<file path="src/rtl/instruction_fetch_pkg.sv">
// Shared types and constants for the instruction fetch stage.
package instruction_fetch_pkg;

    localparam int unsigned INSTR_W    = 32;
    localparam int unsigned OPCODE_MSB = 31;
    localparam int unsigned OPCODE_LSB = 26;

    typedef enum logic [1:0] {
        StFetch,
        StStall,
        StDrain
    } if_state_e;

endpackage

</file>
<file path="src/rtl/if_skid_buffer.sv">
// One-entry holding buffer for a fetched word that the decode stage could not yet take.
module if_skid_buffer
    import instruction_fetch_pkg::*;
#(
    parameter int unsigned ADDR_W = 32
) (
    input  logic               clk_i,
    input  logic               rst_ni,
    input  logic               push_i,
    input  logic               pop_i,
    input  logic               clr_i,
    input  logic [INSTR_W-1:0] data_i,
    input  logic [ADDR_W-1:0]  pc_i,
    output logic               full_o,
    output logic [INSTR_W-1:0] data_o,
    output logic [ADDR_W-1:0]  pc_o
);

    logic               full_q;
    logic [INSTR_W-1:0] data_q;
    logic [ADDR_W-1:0]  pc_q;

    always_ff @(posedge clk_i or negedge rst_ni) begin
        if (!rst_ni) begin
            full_q <= 1'b0;
            data_q <= '0;
            pc_q   <= '0;
        end else if (clr_i) begin
            full_q <= 1'b0;
        end else if (push_i) begin
            full_q <= 1'b1;
            data_q <= data_i;
            pc_q   <= pc_i;
        end else if (pop_i) begin
            full_q <= 1'b0;
        end
    end

    assign full_o = full_q;
    assign data_o = data_q;
    assign pc_o   = pc_q;

endmodule

</file>
<file path="src/rtl/instruction_fetch.sv">
// Instruction fetch stage: PC sequencing, memory request handshake, skid buffering and
// redirect handling feeding a registered IF/ID slot.
module instruction_fetch
    import instruction_fetch_pkg::*;
#(
    parameter int unsigned       ADDR_W   = 32,
    parameter logic [ADDR_W-1:0] RESET_PC = '0
) (
    input  logic               clk_i,
    input  logic               rst_ni,
    output logic               imem_req_o,
    output logic [ADDR_W-1:0]  imem_addr_o,
    input  logic               imem_ack_i,
    input  logic [INSTR_W-1:0] imem_rdata_i,
    input  logic               redirect_valid_i,
    input  logic [ADDR_W-1:0]  redirect_pc_i,
    output logic               id_valid_o,
    input  logic               id_ready_i,
    output logic [INSTR_W-1:0] id_instr_o,
    output logic [5:0]         id_opcode_o,
    output logic [ADDR_W-1:0]  id_pc_o,
    output logic [ADDR_W-1:0]  id_pc_plus4_o
);

    if_state_e          state_q, state_d;
    logic [ADDR_W-1:0]  pc_q, pc_d;
    logic [ADDR_W-1:0]  drain_addr_q, drain_addr_d;
    logic               req_q, req_d;
    logic               id_valid_q, id_valid_d;
    logic [INSTR_W-1:0] id_instr_q, id_instr_d;
    logic [ADDR_W-1:0]  id_pc_q, id_pc_d;
    logic [ADDR_W-1:0]  id_pc_plus4_q, id_pc_plus4_d;

    logic               skid_push, skid_pop, skid_clr, skid_full;
    logic [INSTR_W-1:0] skid_data;
    logic [ADDR_W-1:0]  skid_pc;

    logic               ack_v, slot_free;
    logic [ADDR_W-1:0]  pc_plus4;

    logic unused_redirect_lsb;
    assign unused_redirect_lsb = ^redirect_pc_i[1:0];

    if_skid_buffer #(
        .ADDR_W (ADDR_W)
    ) u_skid (
        .clk_i  (clk_i),
        .rst_ni (rst_ni),
        .push_i (skid_push),
        .pop_i  (skid_pop),
        .clr_i  (skid_clr),
        .data_i (imem_rdata_i),
        .pc_i   (pc_q),
        .full_o (skid_full),
        .data_o (skid_data),
        .pc_o   (skid_pc)
    );

    // req_q is low in the reset cycle even though the state is already StFetch.
    assign ack_v     = imem_ack_i & req_q & (state_q != StStall);
    assign slot_free = ~id_valid_q | id_ready_i;
    assign pc_plus4  = pc_q + ADDR_W'(4);

    always_comb begin
        state_d       = state_q;
        pc_d          = pc_q;
        drain_addr_d  = drain_addr_q;
        id_valid_d    = id_valid_q;
        id_instr_d    = id_instr_q;
        id_pc_d       = id_pc_q;
        id_pc_plus4_d = id_pc_plus4_q;
        skid_push     = 1'b0;
        skid_pop      = 1'b0;
        skid_clr      = 1'b0;

        if (id_valid_q && id_ready_i) begin
            id_valid_d = 1'b0;
        end

        if (redirect_valid_i) begin
            id_valid_d = 1'b0;
            skid_clr   = 1'b1;
            pc_d       = {redirect_pc_i[ADDR_W-1:2], 2'b00};
            unique case (state_q)
                StFetch: begin
                    if (!ack_v) begin
                        state_d      = StDrain;
                        drain_addr_d = pc_q;
                    end
                end
                StDrain: begin
                    if (ack_v) begin
                        state_d = StFetch;
                    end
                end
                default: state_d = StFetch;
            endcase
        end else begin
            unique case (state_q)
                StFetch: begin
                    // The skid is only ever full in StStall, so it never competes here.
                    if (ack_v) begin
                        pc_d = pc_plus4;
                        if (slot_free && !skid_full) begin
                            id_valid_d    = 1'b1;
                            id_instr_d    = imem_rdata_i;
                            id_pc_d       = pc_q;
                            id_pc_plus4_d = pc_plus4;
                        end else begin
                            skid_push = 1'b1;
                            state_d   = StStall;
                        end
                    end
                end
                StStall: begin
                    if (slot_free) begin
                        id_valid_d    = 1'b1;
                        id_instr_d    = skid_data;
                        id_pc_d       = skid_pc;
                        id_pc_plus4_d = skid_pc + ADDR_W'(4);
                        skid_pop      = 1'b1;
                        state_d       = StFetch;
                    end
                end
                StDrain: begin
                    if (ack_v) begin
                        state_d = StFetch;
                    end
                end
                default: state_d = StFetch;
            endcase
        end

        req_d = (state_d != StStall);
    end

    always_ff @(posedge clk_i or negedge rst_ni) begin
        if (!rst_ni) begin
            state_q       <= StFetch;
            pc_q          <= RESET_PC;
            drain_addr_q  <= '0;
            req_q         <= 1'b0;
            id_valid_q    <= 1'b0;
            id_instr_q    <= '0;
            id_pc_q       <= '0;
            id_pc_plus4_q <= '0;
        end else begin
            state_q       <= state_d;
            pc_q          <= pc_d;
            drain_addr_q  <= drain_addr_d;
            req_q         <= req_d;
            id_valid_q    <= id_valid_d;
            id_instr_q    <= id_instr_d;
            id_pc_q       <= id_pc_d;
            id_pc_plus4_q <= id_pc_plus4_d;
        end
    end

    assign imem_req_o    = req_q;
    assign imem_addr_o   = (state_q == StDrain) ? drain_addr_q : pc_q;
    assign id_valid_o    = id_valid_q;
    assign id_instr_o    = id_instr_q;
    assign id_opcode_o   = id_instr_q[OPCODE_MSB:OPCODE_LSB];
    assign id_pc_o       = id_pc_q;
    assign id_pc_plus4_o = id_pc_plus4_q;

endmodule

</file>
<file path="config.mk">
export PLATFORM = sky130hd
export DESIGN_NAME = instruction_fetch
export DESIGN_NICKNAME = d
export VERILOG_FILES = /design/src/rtl/instruction_fetch_pkg.sv /design/src/rtl/if_skid_buffer.sv /design/src/rtl/instruction_fetch.sv
export SDC_FILE = /design/constraint.sdc
export NUM_CORES = 1
export LEC_CHECK = 0
export BUFFER_PORTS_ARGS = -buffer_cell sky130_fd_sc_hd__buf_4
export CAP_MARGIN = 20
export CORE_ASPECT_RATIO = 1.5
export CORE_MARGIN = 2
export CORE_UTILIZATION = 60
export CTS_CLUSTER_SIZE = 12
export DETAILED_ROUTE_END_ITERATION = 10
export GPL_ROUTABILITY_DRIVEN = 0
export PLACE_DENSITY = 0.85
export SYNTH_ARGS = -nofsm -noshare
export SYNTH_HDL_FRONTEND = slang
export SYNTH_HIERARCHICAL = 1
export SYNTH_SLANG_ARGS = --single-unit
</file>
<file path="constraint.sdc">
create_clock -name clk_i -period 5 [get_ports clk_i]
set_input_delay 1 -clock clk_i [delete_from_list [all_inputs] [get_ports clk_i]]
set_output_delay 1 -clock clk_i [all_outputs]
set_load 0.01 [all_outputs]
</file>
# --- After elaboration in Yosys (flattened, before gate mapping) ---
# Cells that the tools add are included.
op_classes:
  bitwise: 7
  reduce_logical: 12
  add_sub_neg: 2
  eq_ne: 7
  n_mux: 41
op_table:
  columns: ["op", "n"]
  rows:
  - ["$mux 32", 13]
  - ["$pmux 32 s2", 3]
  - ["$add 32x3->32 const B", 2]
  - ["$mux 1", 16]
  - ["$mux 2", 6]
  - ["$ne 2x2->1 const B", 3]
  - ["$pmux 2 s3", 1]
  - ["$reduce_bool 2->1", 3]
  - ["$reduce_and 5->1", 1]
  - ["$ne 2x1->1 const B", 2]
  - ["$not 1->1", 4]
  - ["$pmux 2 s2", 1]
  - ["$reduce_and 2->1", 2]
  - ["$reduce_and 3->1", 1]
  - ["$reduce_bool 3->1", 1]
  - ["$and 1x1->1", 2]
  - ["$eq 2x1->1 const B", 1]
  - ["$eq 2x2->1 const B", 1]
  - ["$logic_and 1x1->1", 2]
  - ["$logic_not 2->1", 1]
  - ["$pmux 1 s2", 1]
  - ["$logic_not 1->1", 1]
  - ["$or 1x1->1", 1]
word_totals:
  input_bits: 69
  output_inout_bits: 136
  register_bits: 229
  word_cells: 80

# --- Longest topological paths before layout ---
# Gate-level depths: netlist of run 1.
logic_depth:
  word_depth: 9
  mapped_depth: 9
  ltp_nobuf: 6

# --- By module ---
# Netlist of run 1, hierarchy kept.
modules_own_cells:
  columns: ["module", "seq_area_each_um2", "area_each_um2", "cells_per_inst", "instances"]
  rows:
  - ["instruction_fetch", 3953.8, 8916.1, 993, 1]
  - ["if_skid_buffer", 1626.6, 2741.4, 140, 1]

# --- Worst setup path before layout of run 1 ---
# No wires, ideal clock.
synth_timing:
  kind: "input to register"
  from: "in imem_ack_i"
  to: "reg u_skid.data_q[0] (netlist: u_skid/data_o[0])"
  path_buffers: 4
  setup_slack_ns: 2.220
  required_ns: 4.875
  setup_time_ns: 0.125
  arrival_ns: 2.655
  stages: 9
  path_cell_list: "nor4bb_1 > buf_2 > clkbuf_1 > o21ai_0 > nor2_1 > nor2b_4 > buf_12 > buf_12 > mux2_4"
synth_via:
  elab_chain_len: 6
synth_lines:
  columns: ["element", "line_no", "source"]
  rows:
  - ["start, declared", "instruction_fetch.sv:13", "input logic imem_ack_i,"]
  - ["$and 1x1->1 (2 in series)", "instruction_fetch.sv:60", "assign ack_v = imem_ack_i & req_q & (state_q != StStall);"]
  - ["$mux 1", "instruction_fetch.sv:102", "if (ack_v) begin"]
  - ["$mux 1", "instruction_fetch.sv:99", "unique case (state_q)"]
  - ["$mux 1", "instruction_fetch.sv:80", "if (redirect_valid_i) begin"]
  - ["via skid_push", "instruction_fetch.sv:34", "logic skid_push, skid_pop, skid_clr, skid_full;"]
  - ["$reduce_and 2->1 (no line)", null, null]
  - ["end signal, assigned", "if_skid_buffer.sv:32", "data_q <= data_i;"]
  - ["end, declared", "if_skid_buffer.sv:20", "logic [INSTR_W-1:0] data_q;"]
# The timed path passes the listed nets, and every way through them passes these cells.
# A chain may end at the register's enable or synchronous reset.

# --- Worst setup path after layout of run 1 ---
layout_timing:
  from: "reg state_q[1]"
  to: "out imem_addr_o[5]"
layout_via:
  elab_chain_len: 2
layout_lines:
  columns: ["element", "line_no", "source"]
  rows:
  - ["start, declared", "instruction_fetch.sv:25", "if_state_e state_q, state_d;"]
  - ["start signal, assigned", "instruction_fetch.sv:139", "state_q <= StFetch;"]
  - ["start signal, assigned", "instruction_fetch.sv:148", "state_q <= state_d;"]
  - ["$eq 2x2->1", "instruction_fetch.sv:160", "assign imem_addr_o = (state_q == StDrain) ? drain_addr_q : pc_q;"]
  - ["$mux 32", "instruction_fetch.sv:160", null]
  - ["end, declared", "instruction_fetch.sv:12", "output logic [ADDR_W-1:0] imem_addr_o,"]
# No other way between the ends.

==> results of run 1 <==
[Yosys cell counts, drive strengths merged (34+ instances only)]
cell type	instances	area, um^2
a31oi	63	394
buf	56	442
clkbuf	47	179
dfrtp	223	5580
mux2	122	1600
nand2	218	821
nand3	34	200
nor2	85	319
o21ai	52	260
xnor2	39	342
xor2	40	350
[cell type report]
type / instances / area, um^2
clock buffer: 37 / 731
clock inverter: 3 / 17.5
fill: 1392 / 5320
inverter: 7 / 26.3
multi-input combinational: 803 / 5470
sequential: 223 / 5580
tap: 256 / 320
timing repair buffer: 212 / 1620
[state kept, by name, indices dropped and copies added, names as in the netlist, 2 cells and up]
| register | flops |
|---|---|
| drain_addr_q | 30 |
| id_instr_o | 32 |
| id_pc_o | 32 |
| id_pc_plus4_o | 30 |
| pc_q | 30 |
| state_q | 2 |
| u_skid/data_o | 32 |
| u_skid/pc_o | 32 |
[critical path, cell delays in order, from the launching register on]
cell,delay (ns)
dfrtp_1,0.49
nor2b_2,0.19
buf_4,0.37
mux2_2,0.40
buf_4,0.15
[kinds of logic after synthesis]
| kind of cell | synth area share |
|---|---|
| fa+ha+maj | 0.00215 |
| compound gates | 0.0744 |
| other cells | 0.000322 |
| mux | 0.147 |
| simple gates | 0.182 |
| buf+inv | 0.0555 |
| xor+xnor | 0.0594 |
| flops | 0.479 |
[where the power goes]
part | switching [uW] | internal, uW
combinational | 567 | 701
sequential | 334 | 2160
clock | 695 | 996
total | 1600 | 3860
[stage by stage]
step                      hold WS, ns  area [um^2]  total power (uW)  utilization
after floorplan                 0.450        11700              3170            -
after global placement          0.463        13000              3730        0.682
after detailed placement        0.473        13000              3790        0.682
after CTS                       0.490        13800              5490        0.721
after global routing            0.507        13800              5720        0.721
final                           0.482        13800              5460        0.721
[final timing paths]
check                                 start  depth (start not counted)  slack, ns          endpoint
setup / recovery                 state_q[1]                          4       1.89    imem_addr_o[5]
hold / removal             id_pc_plus4_o[2]                          2       0.48  id_pc_plus4_o[2]
setup reg to reg                 state_q[1]                          7       2.06   u_skid/pc_o[29]
hold reg to reg            id_pc_plus4_o[2]                          2       0.48  id_pc_plus4_o[2]
max in group asynchronous            rst_ni                          2       3.34    id_instr_o[22]
min in group asynchronous            rst_ni                          1       0.56   drain_addr_q[6]
[per-layer routing]
metal,track usage,share of wire,vias up
met5,0,0,-
met3,0.0379,0.057,73
met1,0.361,0.40,4457
met2,0.479,0.51,377
li1,-,-,4168
met4,0.107,0.034,0
==> qor.csv, run 1 <==
stage,metric,value,unit
global_route,initial antenna violation count,0,
timing,Fin. Hold Viols,0,
clocking,postcts setup bufs,0,
floorplan,Die Height,175,um
floorplan,Core ar.,19100,um^2
finish,ant diodes,0,
drt,post-route antenna net violation count,0,
global_route,largest net degree at the start of global routing,131,
synthesis,Synth Flop Type,dfrtp_1,
timing,clock skew,0.0128,ns
power_and_ir_drop,Pwr per Cell Area,397,nW/um^2
clocking,Clock Sinks,223,
timing,worst slew pin tran,0.950,ns
floorplan,Die W,118,um
clocking,CTS Buffer Depth,3,
synthesis,"Warnings, synthesis",6,
finish,most frequent cells in the layout,"223 x dfrtp_1, 217 x nand2_1, 209 x buf_4",
clocking,"CTS clk-pin slew, worst paths",0.06,ns
floorplan,Starting Density,0.611,
timing,unrepaired setup endpoints after global routing,false,
setup_path,Worst Path Max Fanout,31,
global_route,gr ovfl total,0,
clocking,Inserted Clock Buffers,24,
placed_design,Post-DP HPWL,19.4,mm
drt,# DRC,0,
synthesis,Yosys reg bits,223,
drt,drt wl/cell,18.7,um
global_route,vias in the first global route,8937,
job,max cap viols,0,
drt,initial DRC count,886,
finish,Non-Filler Instances,1541,
finish,"most common cell after layout, fill and taps aside",dfrtp_1,
placed_design,Port Buffers,200,
finish,area growth from synthesis to layout,18.1,%
synthesis,post-synthesis sequential area ratio,0.479,
outcome,status,"finished, final reports clean",
finish,share of cells above drive strength 1,0.307,
power_and_ir_drop,maximum vdd drop,0.000278,V
synthesis,synthesized instance count,1133,
clocking,cts hold-fix bufs,0,
setup_path,CP Class,reg2out,
global_route,GRT Total Usage,0.279,
placed_design,post-placement cell count,1501,
setup_path,arrival time worst endpoint,2.11,ns
power_and_ir_drop,Leakage,0.00619,uW
placed_design,Post-Place Worst Slack,1.60,ns
clocking,TritonCTS clock tree,built,
drt,Detailed Route WL,28.8,mm
timing,# setup viols final,0,
synthesis,"EDFF count, synth",0,
synthesis,Synth cell types,60,
timing,Tcrit/Tclk final,0.623,
synthesis,"Async S/R FF share, synth",1.00,
timing,Slew HR,0.367,
clocking,post-CTS sizing,0,
timing,top achievable clock speed,321,MHz
global_route,global-route wire length before repair,46.9,mm
timing,Final WS setup,1.89,ns
timing,Period minus WS final,3.11,ns
clocking,worst skew pair latency,0.51,ns
setup_path,CP Capture Type,primary output,
timing,"Slew Viols, Final",0,
drt,Vias,9075,
floorplan,Die Area,20600,um^2
floorplan,Top-Level Pins,205,
clocking,root buffer cell,clkbuf_16,
synthesis,Syn Area/Cell,10.3,um^2
clocking,total number of H-tree levels,1,
synthesis,cell area after synthesis,11700,um^2
floorplan,row count,62,
worst_hold_path,class of the worst hold path,reg2reg,
drt,Pre-antenna DRT Iters,5,
finish,fin nets,1342,
setup_path,Worst EP required,4.00,ns
drt,DR vias/cell,5.89,
timing,setup TNS,0,ns
setup_path,startpoint types,register,
No activity file was read; power rests on OpenSTA's default activity.
==> inputs of run 2 (changes only) <==
--- a/config.mk
+++ b/config.mk
@@ -9,11 +9,11 @@
 export CAP_MARGIN = 20
 export CORE_ASPECT_RATIO = 1.5
 export CORE_MARGIN = 2
-export CORE_UTILIZATION = 60
+export CORE_UTILIZATION = 57
 export CTS_CLUSTER_SIZE = 12
 export DETAILED_ROUTE_END_ITERATION = 10
 export GPL_ROUTABILITY_DRIVEN = 0
-export PLACE_DENSITY = 0.85
+export PLACE_DENSITY = 0.81
 export SYNTH_ARGS = -nofsm -noshare
 export SYNTH_HDL_FRONTEND = slang
 export SYNTH_HIERARCHICAL = 1
==> constraint.sdc (replaced) <==
create_clock -name clk_i -period 3.1 [get_ports clk_i]
set_input_delay 0.62 -clock clk_i [delete_from_list [all_inputs] [get_ports clk_i]]
set_output_delay 0.62 -clock clk_i [all_outputs]
set_load 0.01 [all_outputs]
==> qor.csv, run 2 (synthesis gave the netlist of run 1 again) <==
stage,metric,value,unit
outcome,status,"finished, final reports clean",
placed_design,dpl cell area,13200,um^2
drt,top routing layer in use,met4,
floorplan,Starting Density,0.575,
setup_path,arrival time worst endpoint,2.14,ns
timing,"Slew Viols, Final",0,
clocking,TritonCTS clock tree,built,
drt,Metal-1 WL,11.8,mm
finish,ant diodes,0,
finish,"most common cell after layout, fill and taps aside",dfrtp_1,
global_route,GRT Total Usage,0.268,
placed_design,post-placement cell count,1522,
global_route,gr ovfl total,0,
power_and_ir_drop,switching power share of the total,0.295,
timing,clock skew,0.0103,ns
global_route,global-route wire length before repair,46.4,mm
drt,initial DRC count,684,
finish,Non-Filler Instances,1558,
setup_path,CP Class,reg2out,
drt,routed length on met2,14.6,mm
floorplan,Die Area,21600,um^2
job,max cap viols,0,
setup_path,startpoint types,register,
clocking,total number of H-tree levels,1,
timing,Slew HR,0.380,
floorplan,Die Height,179,um
clocking,Inserted Clock Buffers,23,
timing,worst slew pin tran,0.929,ns
setup_path,flop2flop setup slack,0.79,ns
clocking,"CTS clk-pin slew, worst paths",0.06,ns
drt,Vias,9002,
clocking,postcts setup bufs,0,
drt,Detailed Route WL,28.9,mm
placed_design,Port Buffers,200,
power_and_ir_drop,Power Internal,6110,uW
drt,WL met3,1.41,mm
timing,Period minus WS final,2.76,ns
setup_path,Critical R2R Launch,state_q[1],
timing,setup TNS,0,ns
power_and_ir_drop,Gate power share,0.237,
clocking,post-CTS sizing,0,
timing,# setup viols final,0,
timing,unrepaired setup endpoints after global routing,false,
power_and_ir_drop,Tot Pwr,8660,uW
finish,Filler cells,1553,
drt,Pre-antenna DRT Iters,6,
drt,drt wl/cell,18.6,um
global_route,initial antenna violation count,0,
clocking,root buffer cell,clkbuf_16,
timing,top achievable clock speed,362,MHz
drt,post-route antenna net violation count,0,
global_route,largest net degree at the start of global routing,82,
drt,# DRC,0,
power_and_ir_drop,sw power,2550,uW
power_and_ir_drop,Flop pwr share,0.465,
clocking,CTS Buffer Depth,3,
power_and_ir_drop,Leakage,0.00624,uW
power_and_ir_drop,Pwr per Cell Area,624,nW/um^2
setup_path,CP Capture Type,primary output,
floorplan,Die W,121,um
setup_path,RR Endpoint,u_skid/data_o[2],
finish,share of cells above drive strength 1,0.311,
power_and_ir_drop,maximum vdd drop,0.000438,V
finish,area growth from synthesis to layout,19.1,%
drt,DR vias/cell,5.78,
floorplan,Top-Level Pins,205,
power_and_ir_drop,clock network power share,0.297,
clocking,cts hold-fix bufs,0,
floorplan,Core ar.,20300,um^2
setup_path,Worst EP required,2.48,ns
placed_design,Post-DP HPWL,20.2,mm
finish,post-route cell area,13900,um^2
clocking,Clock Sinks,223,
finish,most frequent cells in the layout,"223 x dfrtp_1, 217 x nand2_1, 216 x buf_4",
floorplan,row count,64,
setup_path,cells on worst reg2reg path,6,
worst_hold_path,class of the worst hold path,in2async,
clocking,worst skew pair latency,0.51,ns
timing,Tcrit/Tclk final,0.890,
finish,post-layout util,0.685,
finish,fin nets,1354,
global_route,vias in the first global route,8920,
timing,Fin. Hold Viols,0,
setup_path,Worst Path Max Fanout,31,
run 2: cell types whose count changed in the layout (fill, tap and decap cells not counted), moves of 2 or more:
cell	before	now
clkbuf_16	25	23
clkinv_2	2	0
buf_12	2	8
buf_4	209	216
run 2: per-layer routing:
layer	vias up	GRT usage
met5	-	0
met4	0	0.107
met3	75	0.0289
met2	340	0.464
met1	4403	0.343
li1	4184	-
run 2: how the worst max path moves through the flow:
| stage | startpoint | end |
|---|---|---|
| 3_5_place_dp | id_ready_i | u_skid/data_o[28] |
| 4_1_cts | state_q[1] | imem_addr_o[2] |
| 2_1_floorplan | imem_ack_i | u_skid/data_o[0] |
| 3_3_place_gp | id_ready_i | u_skid/data_o[0] |
| 5_1_grt | state_q[1] | imem_addr_o[2] |
| 6_report | state_q[1] | imem_addr_o[2] |
run 2: critical path: stages, from the launching register on:
cell,delay (ns)
dfrtp_1,0.51
nor2b_2,0.19
buf_4,0.37
mux2_2,0.40
buf_4,0.14
run 2: layout make-up:
class / instances / area (um^2) / area share
Tap cell: 264 / 330 / 0.0238
Multi-Input combinational cell: 803 / 5470 / 0.394
Clock buffer: 35 / 671 / 0.0483
Sequential cell: 223 / 5580 / 0.402
Inverter: 7 / 26.3 / 0.00189
Clock inverter: 1 / 8.76 / 0.000631
Timing Repair Buffer: 225 / 1800 / 0.129
run 2: stage by stage:
| stage | setup slack, ns | hold WS, ns |
|---|---|---|
| after detailed placement | 0.541 | 0.472 |
| after CTS | 0.344 | 0.0779 |
| after global placement | 0.561 | 0.463 |
| after floorplan | 0.700 | 0.324 |
| after global routing | 0.247 | 0.0963 |
| final | 0.340 | 0.0441 |
run 2: power by group through the flow:
stage / Clock, uW / Combinational, uW / Sequential (uW)
CTS: 2630 / 2070 / 4020
global placement: 0 / 2000 / 4030
global route: 2730 / 2240 / 4100
detailed placement: 0 / 2060 / 4070
floorplan: 0 / 1100 / 4010
finish: 2580 / 2050 / 4030
